==> src/rtl/feed_scheduler.sv <==
// Task dispatcher / result gatherer for WORKERS feed cores: one task in flight per
// core, round-robin refill of idle cores and round-robin collection of results.

module feed_scheduler_lane (
  input  logic clock,
  input  logic reset,
  input  logic set,
  input  logic clr,
  input  logic res_valid,
  input  logic in_dispatch,
  output logic busy,
  output logic eligible,
  output logic stray
);
  // set (dispatch) only hits an idle lane and clr (grant) only a busy one
  always_ff @(posedge clock or negedge reset)
    if (!reset)   busy <= 1'b0;
    else if (set) busy <= 1'b1;
    else if (clr) busy <= 1'b0;

  assign eligible = res_valid & busy & ~in_dispatch;
  assign stray    = res_valid & ~busy;
endmodule

module feed_scheduler #(
  parameter int WORKERS = 4,
  parameter int IN_W    = 144,
  parameter int OUT_W   = 40,
  parameter int WID_W   = $clog2(WORKERS)
) (
  input  logic                     clock,
  input  logic                     reset,
  input  logic [IN_W-1:0]          input_data,
  input  logic                     input_valid,
  output logic                     input_ready,
  output logic [IN_W-1:0]          w_in_data,
  output logic [WORKERS-1:0]       w_in_valid,
  input  logic [WORKERS-1:0]       w_in_ready,
  input  logic [WORKERS*OUT_W-1:0] w_out_data,
  input  logic [WORKERS-1:0]       w_out_valid,
  output logic [WORKERS-1:0]       w_out_ready,
  output logic [OUT_W-1:0]         output_data,
  output logic [WID_W-1:0]         output_worker,
  output logic                     output_valid,
  input  logic                     output_ready,
  output logic [WORKERS-1:0]       busy,
  output logic                     idle,
  output logic                     proto_err,
  output logic [31:0]              dispatched
);
  typedef struct packed {
    logic [OUT_W-1:0] data;
    logic [WID_W-1:0] wid;
  } res_t;

  // first requesting index at or after ptr, wrapping
  function automatic logic [WID_W-1:0] rr_pick(input logic [WORKERS-1:0] req,
                                               input logic [WID_W-1:0]   ptr);
    logic [WID_W-1:0] sel;
    logic [WID_W:0]   sum;
    logic             found;
    sel   = '0;
    found = 1'b0;
    for (int k = 0; k < WORKERS; k++) begin
      sum = {1'b0, ptr} + (WID_W+1)'(k);
      if (sum >= (WID_W+1)'(WORKERS)) sum = sum - (WID_W+1)'(WORKERS);
      if (!found && req[sum[WID_W-1:0]]) begin
        found = 1'b1;
        sel   = sum[WID_W-1:0];
      end
    end
    return sel;
  endfunction

  function automatic logic [WID_W-1:0] ptr_next(input logic [WID_W-1:0] p);
    return (p == WID_W'(WORKERS-1)) ? '0 : p + 1'b1;
  endfunction

  logic                          pend;
  logic [WORKERS-1:0]            tgt;
  logic [WID_W-1:0]              d_ptr, g_ptr, d_sel, g_sel;
  logic [WORKERS-1:0]            d_oh, g_oh, eligible, stray, lane_set;
  logic [WORKERS-1:0][OUT_W-1:0] lane_data;
  logic                          accept, load, grant;
  res_t                          res_q;

  assign lane_data   = w_out_data;
  assign input_ready = !pend && (|(~busy));
  assign accept      = input_valid && input_ready;
  assign w_in_valid  = pend ? tgt : '0;
  assign d_sel       = rr_pick(~busy, d_ptr);
  assign g_sel       = rr_pick(eligible, g_ptr);
  assign load        = !output_valid || output_ready;
  assign grant       = load && (|eligible);
  assign w_out_ready = grant ? g_oh : '0;
  assign lane_set    = accept ? d_oh : '0;

  genvar i;
  generate
    for (i = 0; i < WORKERS; i++) begin : g_lane
      assign d_oh[i] = (d_sel == WID_W'(i));
      assign g_oh[i] = (g_sel == WID_W'(i));
      feed_scheduler_lane u_lane (
        .clock       (clock),
        .reset       (reset),
        .set         (lane_set[i]),
        .clr         (w_out_ready[i]),
        .res_valid   (w_out_valid[i]),
        .in_dispatch (pend & tgt[i]),
        .busy        (busy[i]),
        .eligible    (eligible[i]),
        .stray       (stray[i])
      );
    end
  endgenerate

  // dispatch register; payload and target hold until the worker takes it
  always_ff @(posedge clock or negedge reset)
    if (!reset) begin
      pend       <= 1'b0;
      tgt        <= '0;
      w_in_data  <= '0;
      d_ptr      <= '0;
      dispatched <= '0;
    end else if (accept) begin
      pend       <= 1'b1;
      tgt        <= d_oh;
      w_in_data  <= input_data;
      d_ptr      <= ptr_next(d_sel);
      dispatched <= dispatched + 32'd1;
    end else if (|(w_in_valid & w_in_ready)) begin
      pend       <= 1'b0;
    end

  always_ff @(posedge clock or negedge reset)
    if (!reset) begin
      output_valid <= 1'b0;
      res_q        <= '0;
      g_ptr        <= '0;
    end else if (load) begin
      output_valid <= grant;
      if (grant) begin
        res_q.data <= lane_data[g_sel];
        res_q.wid  <= g_sel;
        g_ptr      <= ptr_next(g_sel);
      end
    end

  always_ff @(posedge clock or negedge reset)
    if (!reset) proto_err <= 1'b0;
    else        proto_err <= proto_err | (|stray);

  assign output_data   = res_q.data;
  assign output_worker = res_q.wid;
  assign idle          = !pend && (busy == '0) && !output_valid;
endmodule
==> config.mk <==
export PLATFORM = sky130hd
export DESIGN_NAME = feed_scheduler
export DESIGN_NICKNAME = d
export VERILOG_FILES = /design/src/rtl/feed_scheduler.sv
export SDC_FILE = /design/constraint.sdc
export NUM_CORES = 1
export LEC_CHECK = 0
export ABC_AREA = 1
export BUFFER_PORTS_ARGS = -buffer_cell sky130_fd_sc_hd__buf_4
export CAP_MARGIN = 5
export CORE_AREA = 2 2 216 218
export CTS_BUF_LIST = sky130_fd_sc_hd__clkbuf_4 sky130_fd_sc_hd__clkbuf_8
export CTS_CLUSTER_DIAMETER = 200
export CTS_CLUSTER_SIZE = 14
export DETAILED_ROUTE_END_ITERATION = 8
export DIE_AREA = 0 0 218 220
export PLACE_DENSITY = 0.46
export SKIP_CTS_REPAIR_TIMING = 1
export SYNTH_ARGS = -nofsm -noshare
export SYNTH_HDL_FRONTEND = slang
export SYNTH_SLANG_ARGS = --single-unit
==> constraint.sdc <==
create_clock -name clock -period 2.3 [get_ports clock]
set_input_delay 0.46 -clock clock [delete_from_list [all_inputs] [get_ports clock]]
set_output_delay 0.46 -clock clock [all_outputs]
set_load 0.05 [all_outputs]
==> results of run 1 <==
[through the flow]
| stage | hold WS, ns | cell area, um2 | instances | setup TNS [ns] |
|---|---|---|---|---|
| after global routing | 0.0420 | 17000 | 2630 | -2.66 |
| after CTS | -0.291 | 16600 | 2603 | -2.66 |
| after global placement | 0.378 | 16300 | 2581 | -0.0641 |
| after floorplan | 0.164 | 11300 | 1465 | 0 |
| after detailed placement | 0.378 | 16300 | 2581 | -0.147 |
| final | 0.0854 | 17000 | 2630 | -1.73 |
[how the worst max path moves through the flow]
| stage | slack, ns | cells after the start | end | start |
|---|---|---|---|---|
| 2_1_floorplan | 0.05 | 8 | w_out_ready[1] | pend |
| 3_3_place_gp | -0.06 | 12 | w_out_ready[3] | w_out_valid[3] |
| 3_5_place_dp | -0.14 | 12 | w_out_ready[3] | w_out_valid[3] |
| 4_1_cts | -0.75 | 12 | w_out_ready[3] | g_ptr[0] |
| 5_1_grt | -0.62 | 11 | w_out_ready[1] | pend |
| 6_report | -0.45 | 11 | w_out_ready[3] | g_lane[3].u_lane.busy |
[cell usage in the layout, fill, tap and decap left out, types with 6 or more instances in the layout]
cell type                  instances
sky130_fd_sc_hd__buf_6             6
sky130_fd_sc_hd__dfrtp_1         226
sky130_fd_sc_hd__nand2_2          13
sky130_fd_sc_hd__nand2_4           6
sky130_fd_sc_hd__o21ai_1           6
sky130_fd_sc_hd__o21ai_0          11
sky130_fd_sc_hd__nand3_1         267
sky130_fd_sc_hd__nand4_1          15
sky130_fd_sc_hd__buf_12           13
sky130_fd_sc_hd__xnor2_1          11
sky130_fd_sc_hd__dfrtp_2           7
sky130_fd_sc_hd__xor2_1           17
sky130_fd_sc_hd__nor2_1           19
sky130_fd_sc_hd__nand2_1         671
sky130_fd_sc_hd__buf_4           599
sky130_fd_sc_hd__nor3_1           13
sky130_fd_sc_hd__inv_1            45
sky130_fd_sc_hd__clkbuf_8         21
[area by class of cell]
| class | count | share of cell area (%) |
|---|---|---|
| Clock buffer | 21 | 1.70 |
| Timing Repair Buffer | 625 | 29.0 |
| Sequential cell | 233 | 34.3 |
| Tap cell | 607 | 4.46 |
| Multi-Input combinational cell | 1091 | 29.4 |
| Inverter | 52 | 1.20 |
| Clock inverter | 1 | 0.0440 |
[logic make-up (layout without fill, tap and decap cells)]
group	Yosys count	after routing	synth area share [%]
compound gates	26	26	1.29
flops	233	233	51.4
fa+ha+maj	5	5	0.552
simple gates	1031	1031	38.6
xor+xnor	29	29	2.24
buf+inv	141	699	5.87
[metal layers]
layer | GRT usage, % | up-vias
li1 | - | 5768
met1 | 21.6 | 5509
met2 | 29.7 | 405
met3 | 6.21 | 56
met4 | 4.74 | 6
met5 | 0 | -
[registers in the layout (all words and copies together), names as in the netlist, 2 cells and up]
name,count
output_worker,2
dispatched,32
w_in_data,144
tgt,4
g_lane.u_lane.busy,4
d_ptr,2
g_ptr,2
output_data,40
[worst max-delay path, stage by stage, from the launching register on]
cell and delay (ns):
sky130_fd_sc_hd__dfrtp_2 0.45, sky130_fd_sc_hd__nand2_2 0.09, sky130_fd_sc_hd__inv_1 0.07, sky130_fd_sc_hd__nand3_1 0.14
sky130_fd_sc_hd__nand2_4 0.09, sky130_fd_sc_hd__nor2_4 0.13, sky130_fd_sc_hd__nand4_1 0.16, sky130_fd_sc_hd__nand3_4 0.15
sky130_fd_sc_hd__nand2_4 0.07, sky130_fd_sc_hd__nor2_4 0.12, sky130_fd_sc_hd__buf_6 0.12, sky130_fd_sc_hd__buf_8 0.14
[where the power goes]
part | total [uW] | internal (uW) | switching [uW] | leakage [uW]
registers | 4760 | 4520 | 246 | 0.00314
clock network | 2270 | 824 | 1450 | 0.000151
logic | 8700 | 3060 | 5630 | 0.00624
==> metrics.md, run 1 <==
| Metric | Value |
|---|---|
| Outcome | complete, but fails checks |
| Violations in the final reports | negative setup slack |
| Minimum period implied by the final worst setup slack | 2.75 ns |
| Die ar. | about 48,000 um2 |
| Clock tree from TritonCTS | done |
| Leakage power total | between 0.009 and 0.01 uW |
| Count of nets after finishing | approximately 2,300 |
| Mean cell area of the mapped netlist | about 7.7 um2 |
| Largest fanout on the critical path | 6 |
| Actual transition at the worst max-transition pin | between 0.7 and 0.8 ns |
| Core Footprint | around 46,000 um2 |
| DRC viols | 0 |
| Overall power of the completed layout | 15,700 uW |
| Via density per instance | around 4.5 |
| Yosys top cell area share | around 51% |
| Seq/Total Area, Yosys | about half |
| Post-synthesis instance total | 1,465 |
| RR Startpoint | g_lane[3].u_lane.busy |
| Post-Place Setup Slack | -0.136 ns |
| Crit path launch type | register |
| Area of the mapped netlist | 11,300 um2 |
| Clock Latency Late Sink | 0.56 ns |
| Top achievable clock speed | approximately 360 MHz |
| FF-to-FF setup slack | approximately 0.08 ns |
| Root cell of the clock tree | sky130_fd_sc_hd__clkbuf_8 |
| Distinct cell type count after synthesis | 35 |
| Clk buf depth | 3 |
| RSZ-0062 raised after global routing | true |
| Fill cell count | just under 5,000 |
| Data arrival time of the critical path | about 2.3 ns |
| Largest vdd supply drop | 0.861 mV |
| Ratio of cells with drive above 1 in the final layout | about a third |
| Die width | 218 um |
| Post-synth net total | ~1,800 |
| Number of global-route vias before repair | 11,500 |
| Detail Placement HPWL | approximately 33 mm |
| Number of enable-type register cells in the synthesized netlist | 0 |
| Total gr overflow | 0 |
| CTS H-Tree Depth | 1 |
| I/O pin total | between 500 and 600 |
| Startpoint of the lowest-slack hold path | input_data[130] |
| Initial DRC count | between 500 and 600 |
| Drt pass-1 iters | 5 |
| Total via count in the routed design | around 12,000 |
| Setup clock skew after layout | roughly 0.019 ns |
| Starting density of the core | 24.7% |
| Power density cells | slightly above 900 nW/um2 |
| Number of max-cap violations | 0 |
| Area growth, synth to finish | 50.3% |
| DRT met1 WL | around 19 mm |
| Synth cell count leaders | 686 x sky130_fd_sc_hd__nand2_1, 269 x sky130_fd_sc_hd__nand3_1, 233 x sky130_fd_sc_hd__dfrtp_1 |
| Critical path required time | ~1.8 ns |
| HP Class | input port to register |
| Final RePlAce weighted congestion | between 0.8 and 0.9 |
| Post-synth ARST share | 100% |
| Worst relative slew slack | approximately 48% |
| Multi-input combinational cell area | between 5000 and 6000 um2 |
| CTS sink count | between 200 and 250 |
| Yosys Warn Count | 0 |
| Vert. Die Dim | ~220 um |
| Clk pin slew, worst setup/hold paths | 0.11 ns |
| Antenna violations before repair | 3 |
| Dominant cells by area after synthesis | sky130_fd_sc_hd__dfrtp_1 51%, sky130_fd_sc_hd__nand2_1 23%, sky130_fd_sc_hd__nand3_1 12%, sky130_fd_sc_hd__inv_1 1.5%, sky130_fd_sc_hd__xor2_1 1.4% |
| Final core occ | a little under two fifths |
| Wire length of the first global-routing pass | 66.8 mm |
| Synthesis-stage register bit count | roughly 230 |
| Routed len/inst | between 15 and 20 um |
| Largest net degree at the start of global routing | about 160 |
| Hold Vio Cnt, Final | 0 |
| Number of I/O port buffers | approximately 550 |
| Worst R2R End | output_data[4] |
| Dominant cell by count in the synthesized netlist | sky130_fd_sc_hd__nand2_1 |
| Row count | 79 |
| Final period util | 120% |
| Prevailing post-synth register cell | sky130_fd_sc_hd__dfrtp_1 |
| Area of all sequential standard cells | ~5800 um2 |
| Amount of wire on met2 after detailed routing | 21.8 mm |
| CP Class | register to output pin |
| Hold EP | w_in_data[130] |
| Residual antenna-violating net count after detailed routing | 0 |
| Crit path setup slack, layout | -0.450 ns |
| Cts bufs inserted | 20 |
| Total wire length | 45.6 mm |
| Type of element capturing the critical path | output pin |
| Number of slew-limit violations in the final report | 0 |
| Final setup violation count | 4 |
| Number of antenna diodes | 0 |
| Length of routed met3 wiring | between 4 and 5 mm |
| Worst Reg2Reg Path Length in Cells | 13 |
| Number of instances on the worst hold path | 3 |
| Post-synthesis cell type with the largest combined area | sky130_fd_sc_hd__dfrtp_1 |
| Top Layer Used | met5 |
| Overall global routing resource usage | between 10% and 20% |
Note: power is estimated with default switching activity, not from simulation.
==> run 2: changes to the inputs <==
Settings changed: CORE_AREA 2 2 216 218 to 2 2 215 217, DIE_AREA 0 0 218 220 to 0 0 217 219, PLACE_DENSITY 0.46 to 0.49.
Clock period 2.3 ns to 2.32 ns, I/O delays scaled along.
==> metrics.md, run 2 (synthesis gave the netlist of run 1 again) <==
| Metric | Value |
|---|---|
| Number of max-cap violations | 0 (unchanged) |
| Clk buf depth | 3 (unchanged) |
| Depth of the critical timing path with buffers and inverters included | 10 (-1) |
| RR Startpoint | g_ptr[1] |
| Total wire length | 45.0 mm (-1.1%) |
| Largest net degree at the start of global routing | 138 (-12%) |
| CTS sink count | 233 (unchanged) |
| Most common cell after layout, fill and taps aside | sky130_fd_sc_hd__nand2_1 |
| Final period util | 120% |
| Count of nets after finishing | 2,346 (+0.085%) |
| Routed len/inst | 17.2 um (-0.98%) |
| Die ar. | 47,500 um2 (-0.91%) |
| CP Class | register to output pin |
| Startpoint of the worst setup timing path | g_ptr[1] |
| Root cell of the clock tree | sky130_fd_sc_hd__clkbuf_8 |
| Delay of the slowest cell on the worst path | 0.49 ns (+0.04 ns) |
| DRC viols | 0 (unchanged) |
| Hold Vio Cnt, Final | 0 (unchanged) |
| RSZ-0062 raised after global routing | true |
| Number of slew-limit violations in the final report | 0 (unchanged) |
| Actual transition at the worst max-transition pin | 0.745 ns (-0.0425 ns) |
| CTS H-Tree Depth | 1 (unchanged) |
| Critical path required time | 1.86 ns (+0.02 ns) |
| FF-to-FF setup slack | 0.02 ns (-0.06 ns) |
| Core Footprint | 45,100 um2 (-1.7%) |
| Crit path launch type | register |
| Top reg by flops | w_in_data |
| Power density cells | 915 nW/um2 (-0.86%) |
| Data arrival time of the critical path | 2.32 ns (+0.03 ns) |
| Minimum period implied by the final worst setup slack | 2.79 ns |
| Type of element capturing the critical path | output pin |
| Crit path setup slack, layout | -0.466 ns (-0.0158 ns) |
| Detail Placement HPWL | 32.9 mm (-1.8%) |
| Overall global routing resource usage | 17.7% (-0.055 points) |
| Worst R2R End | output_data[19] |
| Worst relative slew slack | 50.4% (+2.8 points) |
| Wire length of the first global-routing pass | 67.0 mm (+0.31%) |
| Initial DRC count | 625 (+17%) |
| Flip-flop count of the largest register after layout | 144 (unchanged) |
| Number of I/O port buffers | 549 (unchanged) |
| Placed cells | 2,575 (-0.23%) |
| Top achievable clock speed | between 300 and 400 MHz |
| CP Buf/Inv Count | 2 (-1) |
| Cts bufs inserted | 20 (unchanged) |
| HP Class | input port to register |
| Ratio of cells with drive above 1 in the final layout | 35.6% (+0.76 points) |
| Sequence of cells on the critical path | inv_4, nand2_2, nand2_4, nand3_2, nand2_4, nand4_1, nand3_4, nand2_4, nor2_4, buf_6 |
| Largest vdd supply drop | 0.978 mV (+14%) |
| Clock tree from TritonCTS | done |
| End point of the critical path | w_out_ready[3] |
| Total gr overflow | 0 (unchanged) |
| Total via count in the routed design | 11,900 (+1.4%) |
| Row count | 78 (-1.3%) |
| Critical-path cell with the highest stage delay | sky130_fd_sc_hd__dfrtp_2 |
| Top delay family on crit path | simple AND/OR/NAND/NOR gates |
| Starting density of the core | 25.2% (+0.43 points) |
| Via density per instance | 4.54 (+1.6%) |
| Violations in the final reports | negative setup slack |
| Top cell by count, worst path | sky130_fd_sc_hd__nand2_4 |
| Most frequent cells in the layout | 669 x sky130_fd_sc_hd__nand2_1, 597 x sky130_fd_sc_hd__buf_4, 261 x sky130_fd_sc_hd__nand3_1 |
| Leakage power total | 0.00960 uW (+0.73%) |
| Area growth, synth to finish | 51.8% |
| Placed Instance Area | 16,300 um2 (+0.12%) |
| Vert. Die Dim | 219 um (-0.45%) |
| Die width | 217 um (-0.46%) |
| Number of standard cells in the final layout excluding fillers | 2,626 (-0.15%) |
| Final RePlAce weighted congestion | 0.909 (+3.6%) |
| Number of global-route vias before repair | 11,900 (+3.1%) |
| Final Instance Area | 17,200 um2 (+1.0%) |
| Outcome | complete, but fails checks |
| Fill cell count | 4,732 (-3.3%) |
| Clk pin slew, worst setup/hold paths | 0.11 ns (about the same) |
| Final setup violation count | 4 (unchanged) |
| Worst Reg2Reg Path Length in Cells | 11 (-2) |
| Clock Latency Late Sink | 0.57 ns (about the same) |
| I/O pin total | 550 (unchanged) |
| Largest fanout on the critical path | 6 (unchanged) |
| Setup clock skew after layout | 0.0251 ns (+0.00633 ns) |
| Drt pass-1 iters | 4 (-1) |
| Antenna violations before repair | 1 (-2) |
| Residual antenna-violating net count after detailed routing | 0 (unchanged) |
| Post-Place Setup Slack | -0.0636 ns (+0.0725 ns) |
run 2: cell types whose count changed in the layout (fill, tap and decap cells not counted), sizes merged:
| cell | delta |
|---|---|
| diode | +1 |
| clkbuf | -1 |
| inv | -2 |
| clkinv | +2 |
| buf | +3 |
run 2: power by group:
group | total, uW | switching (uW) | internal [uW]
logic | 8780 | 5690 | 3090
clock network | 2250 | 1430 | 816
registers | 4720 | 247 | 4480
total | 15800 | 7370 | 8390
run 2: area by class of cell:
| type | instances | area (um2) | share of cell area (%) |
|---|---|---|---|
| Antenna cell | 1 | 2.50 | 0.0145 |
| Clock buffer | 21 | 289 | 1.68 |
| Clock inverter | 1 | 7.51 | 0.0436 |
| Inverter | 52 | 218 | 1.26 |
| Multi-Input combinational cell | 1091 | 5130 | 29.8 |
| Sequential cell | 233 | 5840 | 33.9 |
| Tap cell | 600 | 751 | 4.36 |
| Timing Repair Buffer | 627 | 4980 | 28.9 |
run 2: worst min path at each step:
stage / start / to / slack [ns] / depth (start not counted)
2_1_floorplan: reset / d_ptr[0] / 0.17 / 0
3_3_place_gp: w_in_data[105] / w_in_data[105] / 0.46 / 2
3_5_place_dp: w_in_data[46] / w_in_data[46] / 0.47 / 2
4_1_cts: reset / output_data[5] / -0.13 / 1
5_1_grt: input_data[95] / w_in_data[95] / 0.03 / 3
6_report: input_data[95] / w_in_data[95] / 0.08 / 3
run 2: layer usage:
metal | vias to the layer above | track usage [%] | wire (um)
li1 | 5776 | - | -
met1 | 5656 | 21.7 | 18400
met2 | 416 | 29.6 | 21500
met3 | 66 | 5.77 | 4030
met4 | 0 | 4.91 | 1110
met5 | - | 0 | 0
run 2: metrics by stage:
step | hold slack (ns) | setup TNS, ns | power [uW] | utilization, %
final | 0.0750 | -1.64 | 15800 | 38.2
after global placement | 0.463 | 0 | 12700 | 36.2
after CTS | -0.128 | -2.90 | 15100 | 36.9
after detailed placement | 0.466 | -0.143 | 12700 | 36.2
after floorplan | 0.168 | 0 | 10200 | -
after global routing | 0.0251 | -2.90 | 16800 | 38.2
run 2: tightest hold or removal path, stage by stage:
cell and delay (ns):
sky130_fd_sc_hd__buf_4 0.08, sky130_fd_sc_hd__nand2_1 0.04, sky130_fd_sc_hd__nand2_1 0.04
==> run 3: changes to the inputs <==
Settings changed: CELL_PAD_IN_SITES_DETAIL_PLACEMENT set to 1, CELL_PAD_IN_SITES_GLOBAL_PLACEMENT set to 1, CORE_AREA 2 2 215 217 to 2 2 216 218, DIE_AREA 0 0 217 219 to 0 0 218 220, PLACE_DENSITY 0.49 to 0.65.
==> metrics.md, run 3 (synthesis gave the netlist of run 1 again) <==
| Metric | Value |
|---|---|
| Worst Reg2Reg Path Length in Cells | 14 (+3) |
| Die width | 218 um (+0.46%) |
| Fraction of met1 tracks used by global routing | 22.5% (+0.74 points) |
| Top reg by flops | w_in_data |
| Routed len/inst | 18.2 um (+6.1%) |
| Worst relative slew slack | 44.4% (-6.0 points) |
| Overall power of the completed layout | 15,600 uW (-0.79%) |
| FF-to-FF setup slack | 0 ns (-0.02 ns) |
| Minimum period implied by the final worst setup slack | 2.78 ns (-0.00907 ns) |
| Outcome | complete, but fails checks |
| Cell-internal power | 8280 uW (-1.2%) |
| Total gr overflow | 0 (unchanged) |
| Crit path launch type | register |
| Fraction of power spent switching nets | 47.0% (+0.22 points) |
| Count of nets after finishing | 2,348 (+0.085%) |
| DRC viols | 0 (unchanged) |
| Switching power summed over all nets | 7340 uW (-0.34%) |
| Critical-path cell with the highest stage delay | sky130_fd_sc_hd__dfrtp_2 |
| Leakage power total | 0.00955 uW (-0.52%) |
| Residual antenna-violating net count after detailed routing | 0 (unchanged) |
| CTS H-Tree Depth | 1 (unchanged) |
| CP Buf/Inv Count | 4 (+2) |
| Core Footprint | 45,900 um2 (+1.7%) |
| Number of global-route vias before repair | 12,400 (+4.7%) |
| Actual transition at the worst max-transition pin | 0.835 ns (+0.0900 ns) |
| Largest vdd supply drop | 0.635 mV (-35%) |
| Most used routing layer | met2 |
| Die ar. | 48,000 um2 (+0.92%) |
| Fill cell count | 5,636 (+19%) |
| Violations in the final reports | negative setup slack |
| Final RePlAce weighted congestion | 0.893 (-1.8%) |
| Type of element capturing the critical path | output pin |
| Largest net degree at the start of global routing | 152 (+10%) |
| Power density cells | 915 nW/um2 (about the same) |
| Number of instances on the worst hold path | 3 (unchanged) |
| Startpoint of the worst setup timing path | pend |
| Sequence of cells on the critical path | nand2_2, nand2_1, buf_4, o2111ai_1, o21ai_4, inv_4, nand3_2, nor2_2, buf_6, buf_8 |
| Met2 track demand over resource in global routing | 32.5% (+2.9 points) |
| Area growth, synth to finish | 50.6% |
| HP Class | input port to register |
| Combinational Power Share | 55.4% (-0.3 points) |
| Vert. Die Dim | 220 um (+0.46%) |
| Antenna violations before repair | 2 (+1) |
| RR Startpoint | g_ptr[0] |
| Critical path required time | 1.86 ns (about the same) |
| Overall global routing resource usage | 18.9% (+1.2 points) |
| Row count | 79 (+1.3%) |
| Total via count in the routed design | 12,100 (+1.9%) |
| Starting density of the core | 24.7% (-0.43 points) |
| RSZ-0062 raised after global routing | true |
| Depth of the critical timing path with buffers and inverters included | 10 (unchanged) |
| CTS sink count | 233 (unchanged) |
| Number of I/O port buffers | 549 (unchanged) |
| Root cell of the clock tree | sky130_fd_sc_hd__clkbuf_8 |
| Hold Vio Cnt, Final | 0 (unchanged) |
| Final period util | 120% (-0.39 points) |
| Drt pass-1 iters | 4 (unchanged) |
| Top achievable clock speed | 360 MHz (+0.33%) |
| Number of max-cap violations | 0 (unchanged) |
| Sequential cell fraction of total power | 30.2% (+0.2 points) |
| Clock tree from TritonCTS | done |
| Worst R2R End | output_data[31] |
| Most frequent cells in the layout | 668 x sky130_fd_sc_hd__nand2_1, 604 x sky130_fd_sc_hd__buf_4, 264 x sky130_fd_sc_hd__nand3_1 |
| Final setup violation count | 4 (unchanged) |
| Hold EP | w_in_data[101] |
| Detail Placement HPWL | 36.2 mm (+10%) |
| Initial DRC count | 602 (-3.7%) |
| Grt met3 use | 6.38% (+0.61 points) |
| Number of slew-limit violations in the final report | 0 (unchanged) |
| I/O pin total | 550 (unchanged) |
| CP Class | register to output pin |
| Data arrival time of the critical path | 2.31 ns (about the same) |
| Clk buf depth | 3 (unchanged) |
| Final Instance Area | 17,100 um2 (-0.77%) |
| Clock group share of total power | 14.4% (about the same) |
| Total wire length | 48.0 mm (+6.5%) |
| Wire length of the first global-routing pass | 71.8 mm (+7.1%) |
| Largest fanout on the critical path | 6 (unchanged) |
| Flip-flop count of the largest register after layout | 144 (unchanged) |
| Most common cell after layout, fill and taps aside | sky130_fd_sc_hd__nand2_1 |
| Delay of the slowest cell on the worst path | 0.50 ns (about the same) |
| Clock Latency Late Sink | 0.56 ns (about the same) |
| Setup clock skew after layout | 0.0183 ns (-0.00685 ns) |
| Crit path setup slack, layout | -0.457 ns (+0.00907 ns) |
| Via density per instance | 4.61 (+1.6%) |
| Ratio of cells with drive above 1 in the final layout | 35.5% (-0.13 points) |
| Top delay family on crit path | buffers and inverters |
| Clk pin slew, worst setup/hold paths | 0.10 ns (about the same) |
| Startpoint of the lowest-slack hold path | input_data[101] |
| Placed Instance Area | 16,400 um2 (+0.21%) |
| Cts bufs inserted | 20 (unchanged) |
==> run 3: changes by cell type in the layout (fill, tap and decap cells not counted), moves of 2 or more <==
cell | previous run | this run
sky130_fd_sc_hd__ha_1 | 3 | 5
sky130_fd_sc_hd__o21ai_2 | 4 | 6
sky130_fd_sc_hd__o21ai_0 | 10 | 8
sky130_fd_sc_hd__buf_4 | 597 | 604
sky130_fd_sc_hd__nand2_4 | 13 | 8
sky130_fd_sc_hd__nand2_2 | 8 | 14
sky130_fd_sc_hd__nor2_2 | 3 | 6
sky130_fd_sc_hd__nor2_4 | 6 | 4
sky130_fd_sc_hd__buf_12 | 14 | 11
sky130_fd_sc_hd__clkinv_4 | 2 | 0
sky130_fd_sc_hd__nand3_4 | 4 | 2
sky130_fd_sc_hd__nand3_1 | 261 | 264
==> run 3: per-layer routing <==
layer | up-vias | routed length [um]
li1 | 5770 | -
met1 | 5890 | 19000
met2 | 409 | 23400
met3 | 71 | 4410
met4 | 2 | 1140
met5 | - | 11
==> run 3: through the flow <==
step / setup TNS, ns / hold slack, ns / worst slack (ns) / util (%) / instances
6_report: -1.81 / 0.0866 / -0.457 / 37.2 / 2635
2_1_floorplan: 0 / 0.168 / 0.0143 / - / 1465
3_3_place_gp: -0.0984 / 0.340 / -0.0984 / 35.7 / 2592
3_5_place_dp: -0.922 / 0.340 / -0.195 / 35.7 / 2592
4_1_cts: -3.24 / -0.289 / -0.771 / 36.3 / 2614
5_1_grt: -5.39 / 0.0428 / -0.627 / 37.2 / 2635
==> run 3: worst max path at each step <==
stage	end
3_3_place_gp	w_out_ready[2]
5_1_grt	w_out_ready[1]
3_5_place_dp	w_out_ready[2]
4_1_cts	w_out_ready[2]
6_report	w_out_ready[1]
2_1_floorplan	idle
==> run 3: area by class of cell <==
| class | count | area (um2) | area share (%) |
|---|---|---|---|
| clock inverters | 1 | 7.51 | 0.0439 |
| multi-input cells | 1091 | 5050 | 29.5 |
| repair buffers | 629 | 4930 | 28.9 |
| flip-flops and latches | 233 | 5840 | 34.2 |
| diodes | 1 | 2.50 | 0.0146 |
| inverters | 52 | 210 | 1.23 |
| clock buffers | 21 | 289 | 1.69 |
| well taps | 607 | 759 | 4.45 |
==> run 3: power groups by stage <==
stage / clock, uW / combinational, uW / sequential (uW)
final: 2250 / 8660 / 4710
after CTS: 2410 / 8130 / 4710
after global routing: 2540 / 9370 / 4760
after floorplan: 0 / 4150 / 6020
after global placement: 0 / 8000 / 4770
after detailed placement: 0 / 8130 / 4790
==> run 3: worst reg2reg max path: stages, from the launching register on <==
cell and delay (ns):
sky130_fd_sc_hd__dfrtp_1 0.43, sky130_fd_sc_hd__buf_6 0.15, sky130_fd_sc_hd__nand2_2 0.06, sky130_fd_sc_hd__nand2_2 0.08
sky130_fd_sc_hd__inv_2 0.09, sky130_fd_sc_hd__nand3_2 0.09, sky130_fd_sc_hd__nand2_4 0.11, sky130_fd_sc_hd__nand2_1 0.08
sky130_fd_sc_hd__nand2_2 0.13, sky130_fd_sc_hd__buf_4 0.35, sky130_fd_sc_hd__buf_12 0.26, sky130_fd_sc_hd__nand3_1 0.13
sky130_fd_sc_hd__nand3_1 0.10, sky130_fd_sc_hd__nand3_1 0.10, sky130_fd_sc_hd__nand2_1 0.09
